$ cat config.mk
export PLATFORM = sky130hd
export DESIGN_NAME = hamming_encode_tx
export DESIGN_NICKNAME = d
export VERILOG_FILES = /design/src/rtl/hamming_encode_tx.sv
export SDC_FILE = /design/constraint.sdc
export NUM_CORES = 1
export LEC_CHECK = 0
export ABC_AREA = 1
export ABC_CLOCK_PERIOD_IN_PS = 1830
export BUFFER_PORTS_ARGS = -buffer_cell sky130_fd_sc_hd__buf_2
export CORE_UTILIZATION = 50
export CTS_CLUSTER_SIZE = 8
export DETAILED_ROUTE_END_ITERATION = 12
export MAX_ROUTING_LAYER = met4
export PLACE_DENSITY_LB_ADDON = 0.3
export SLEW_MARGIN = 20
export SYNTH_ARGS = -nofsm -noshare
export SYNTH_HDL_FRONTEND = slang
export SYNTH_SLANG_ARGS = --single-unit
$ cat constraint.sdc
create_clock -name clk -period 1.83 [get_ports clk]
set_input_delay 0 -clock clk [delete_from_list [all_inputs] [get_ports clk]]
set_output_delay 0 -clock clk [all_outputs]
set_load 0.005 [all_outputs]
$ cat src/rtl/hamming_encode_tx.sv
// Hamming(7,4) encoder with an MSB-first serial transmitter.
// A 4-bit word is accepted over valid/ready, encoded into the standard
// 7-bit layout, held on H, and shifted out on tx, BIT_CYCLES clocks per bit.
//
// Handshake: a word transfers on a rising edge where in_valid and in_ready
// are both high. in_ready is high only in IDLE (and never while rst is high);
// the producer may change din/in_valid freely while in_ready is low, and
// those changes are ignored until the frame completes.
module hamming_encode_tx #(
  parameter int BIT_CYCLES = 1
) (
  input  logic       clk,
  input  logic       rst,
  input  logic       in_valid,
  output logic       in_ready,
  input  logic [3:0] din,
  output logic [6:0] H,
  output logic       tx,
  output logic       tx_en,
  output logic       done,
  output logic       fsm_state
);

  // Hold counter is at least one bit wide so BIT_CYCLES = 1 stays legal.
  localparam int HOLD_W = (BIT_CYCLES > 1) ? $clog2(BIT_CYCLES) : 1;
  localparam logic [HOLD_W-1:0] HOLD_LAST = HOLD_W'(BIT_CYCLES - 1);

  typedef enum logic {
    IDLE = 1'b0,
    SEND = 1'b1
  } state_t;

  state_t            state;
  state_t            state_nxt;
  logic [2:0]        idx;
  logic [2:0]        idx_nxt;
  logic [HOLD_W-1:0] hold;
  logic [HOLD_W-1:0] hold_nxt;
  logic [6:0]        h_nxt;
  logic              accept;
  logic              last_hold;

  // Standard layout: data in H6,H5,H4,H2; parity in H3,H1,H0 so that the
  // receiver syndromes {H6^H5^H4^H3, H6^H5^H2^H1, H6^H4^H2^H0} are zero.
  function automatic logic [6:0] encode(input logic [3:0] d);
    logic [6:0] c;
    c[6] = d[3];
    c[5] = d[2];
    c[4] = d[1];
    c[3] = d[3] ^ d[2] ^ d[1];
    c[2] = d[0];
    c[1] = d[3] ^ d[2] ^ d[0];
    c[0] = d[3] ^ d[1] ^ d[0];
    return c;
  endfunction

  // Debug view of the FSM: 1 while a frame is being transmitted.
  assign fsm_state = (state == SEND);

  // Next-state and output decode; tx/tx_en/done depend only on registers.
  always_comb begin
    state_nxt = state;
    idx_nxt   = idx;
    hold_nxt  = hold;
    h_nxt     = H;
    in_ready  = (state == IDLE) && !rst;
    accept    = in_valid && in_ready;
    last_hold = (hold == HOLD_LAST);
    tx        = 1'b0;
    tx_en     = 1'b0;
    done      = 1'b0;

    case (state)
      IDLE: begin
        if (accept) begin
          h_nxt     = encode(din);
          idx_nxt   = 3'd6;
          hold_nxt  = '0;
          state_nxt = SEND;
        end
      end
      SEND: begin
        tx    = H[idx];
        tx_en = 1'b1;
        if (last_hold) begin
          hold_nxt = '0;
          if (idx == 3'd0) begin
            // Final hold cycle of the last bit closes the frame.
            done      = 1'b1;
            idx_nxt   = 3'd6;
            state_nxt = IDLE;
          end else begin
            idx_nxt = idx - 3'd1;
          end
        end else begin
          hold_nxt = hold + HOLD_W'(1);
        end
      end
      default: begin
        state_nxt = IDLE;
      end
    endcase
  end

  // State, bit index, hold counter and codeword registers.
  always_ff @(posedge clk) begin
    if (rst) begin
      state <= IDLE;
      idx   <= 3'd6;
      hold  <= '0;
      H     <= 7'h00;
    end else begin
      state <= state_nxt;
      idx   <= idx_nxt;
      hold  <= hold_nxt;
      H     <= h_nxt;
    end
  end

endmodule

==> key figures <==
STA
  – Slew at the pin closest to its max-slew limit: around 350 ps
  – Tmin final: about 1300 ps
  – Post-route setup TNS: 0 ps
  – RSZ-0062 raised after global routing: false
  – Headroom to the max-slew limit: 0.766
  – Tcrit/Tclk final: 0.685
  – Layout Skew: 6.33 ps
  – Fmax: roughly 800 MHz
  – Worst Hold Slack: between 30 and 40 ps
  – Final setup violating endpoints: 0
  – Slew Viols, Final: 0
  – Final hold violations: 0

Drt
  – 1st-pass router iterations: 4
  – Drt drc: 0
  – Final wirelength: 1300 um
  – Antenna viol nets, final: 0
  – Drt via density: between 4 and 5
  – Wire length per cell: roughly 10 um
  – DR iter-0 viols: 7
  – Vias after detailed routing: approximately 660

Power
  – Leak: between 0.4 and 0.5 nW
  – PD cells: 771 nW/um^2
  – Worst VDD drop: 0.426 mV

Die
  – Starting Density: 0.574
  – Chip Height: between 30 and 40 um
  – Row count: 12
  – Core area: approximately 1200 sq um
  – # IOs: 19
  – Die Wd: 38.9 um
  – Area of the die: 1510 sq um

Outcome
  – Status: completed

Worst setup path
  – Reg2reg path depth: 6
  – FF-to-FF End: idx[2]$_SDFFE_PP1P_
  – CP max FO: 6
  – Worst Path Required: 1830 ps
  – Setup crit start kind: register
  – Crit Path Class: register to output port
  – R2R setup slack: 580 ps
  – WP data arrival: 1250 ps
  – R2r startpoint: idx[0]$_SDFFE_PP0P_
  – Critical Path End Type: output port

Flow run
  – Max-cap viol count: 0

Min path
  – Hold path endpoint: H[2]$_SDFFE_PP0P_
  – Min-delay worst type: input pin to register
  – Hold path depth: 3
  – HP Start: din[0]

Clock network
  – CTS sink cnt: 11
  – Clock Tree Buf Depth: 2
  – Reg clk slew, reported paths: roughly 80 ps
  – Cts bufs inserted: 3
  – CTS tree: yes
  – Buffer count from post-CTS setup fixing: 0
  – Hold Buf Count CTS: 1
  – Clock tree root buffer cell: clkbuf_4
  – Post_cts resized: 0
  – Clk_lat worst skew: 270 ps
  – # H-tree levels: 1

GRT
  – Antenna violations before repair: 0
  – Vias in the first global route: roughly 500
  – Largest net degree at the start of global routing: 15
  – Gr ovfl total: 0
  – First-pass GRT wire length: 2100 um
  – Tot GR Track Use: 0.207

Synthesis
  – #FFs+latches synth: 11
  – YS warnings: 0
  – Post-Syn Instances: 98
  – Unique masters post-synth: 17
  – Post-synth net total: about 110
  – Top_reg_cell synth: dfxtp_1
  – Post-synth EDFFs: 0
  – Mapped Area: between 600 and 700 sq um
  – Post-synth ARST share: 0
  – Sequential share of the synthesized area: 0.324
  – Syn Area/Cell: just under 7 sq um

Finish
  – Antenna Cells: 0
  – Share of cells above drive strength 1: 0.303
  – Final Net Count: 129
  – Filler cells: between 100 and 150
  – Area grow syn2layout: 17.1%

Placed design
  – Port-buffer cells: 18
  – Placer Congestion: 0.788
  – Placed wire-length estimate: 1020 um
-- flip-flops by register name, indices dropped and copies added (netlist names) --
name,count
fsm_state,1
H,7
idx,3
-- metrics by stage --
| stage | power [mW] | utilization | worst slack, ps | instances | instance area (sq um) |
|---|---|---|---|---|---|
| floorplan | 0.402 | - | 715 | 98 | 681 |
| global placement | 0.443 | 0.641 | 678 | 128 | 761 |
| detailed placement | 0.447 | 0.641 | 606 | 128 | 761 |
| CTS | 0.616 | 0.672 | 585 | 133 | 797 |
| global route | 0.651 | 0.672 | 486 | 133 | 797 |
| finish | 0.614 | 0.672 | 576 | 133 | 797 |
-- power breakdown --
group          internal [mW]  switching (mW)
Combinational         0.0643          0.0920
Sequential             0.263          0.0240
Clock                 0.0842          0.0865
Total                  0.412           0.203
-- per-layer routing --
layer / vias up / track usage / share of wire
met4: 0 / 0.0517 / 0
met3: 0 / 0.0520 / 0.043
met2: 20 / 0.321 / 0.47
li1: 346 / - / -
met1: 289 / 0.269 / 0.49
met5: - / - / 0
-- synth_stat cells, types with 2 or more instances --
master | instances | area share
nand2_1 | 27 | 0.15
inv_1 | 17 | 0.094
dfxtp_1 | 11 | 0.32
nand3_1 | 11 | 0.081
nor2_1 | 6 | 0.033
nand3_2 | 5 | 0.074
o21ai_2 | 5 | 0.064
o21ai_1 | 3 | 0.022
a21oi_1 | 2 | 0.015
ha_1 | 2 | 0.037
inv_2 | 2 | 0.011
o21ai_0 | 2 | 0.015
-- placed cells by master (no fill, tap or decap) --
cell and count:
nand3_2 5, nand2_2 1, buf_2 18, dfxtp_1 11
o21ai_0 2, nand2_4 1, nand3_1 11, a21oi_1 2
nor2_1 6, clkbuf_4 3, o21ai_2 5, o21ai_1 3
inv_2 2, nand2_1 27, inv_1 17, ha_1 2
clkbuf_1 1, dlygate4sd3_1 1, nor2_4 1
-- cells by family after synthesis --
logic type,count (synthesis),share of synthesized area
AND/OR/NAND/NOR,52,0.379
adder cells (fa/ha/maj),2,0.0368
buffers and inverters,21,0.145
flip-flops,11,0.324
AO/OA/AOI/OAI,12,0.116
-- worst max path at each step --
| stage | slack, ps | from | end |
|---|---|---|---|
| 2_1_floorplan | 720 | idx[0]$_SDFFE_PP0P_ | idx[2]$_SDFFE_PP1P_ |
| 3_3_place_gp | 680 | idx[0]$_SDFFE_PP0P_ | idx[2]$_SDFFE_PP1P_ |
| 3_5_place_dp | 610 | idx[0]$_SDFFE_PP0P_ | idx[2]$_SDFFE_PP1P_ |
| 4_1_cts | 580 | idx[0]$_SDFFE_PP0P_ | tx |
| 5_1_grt | 490 | idx[0]$_SDFFE_PP0P_ | tx |
| 6_report | 580 | idx[0]$_SDFFE_PP0P_ | tx |
-- area by class of cell --
cell class / instances / area, sq um / area share
inverters: 19 / 71.3 / 0.0895
multi-input cells: 66 / 362 / 0.454
repair buffers: 19 / 100 / 0.126
clock buffers: 4 / 26.3 / 0.0330
well taps: 14 / 17.5 / 0.0220
flip-flops and latches: 11 / 220 / 0.276
-- worst max-delay path: stages, from the launching register on --
cell and delay, ps:
dfxtp_1 430, inv_2 100, nand2_1 70, nand3_1 60, nand2_1 70, nand2_1 50, nor2_1 90, buf_2 110
Note: power is estimated with default switching activity, not from simulation.
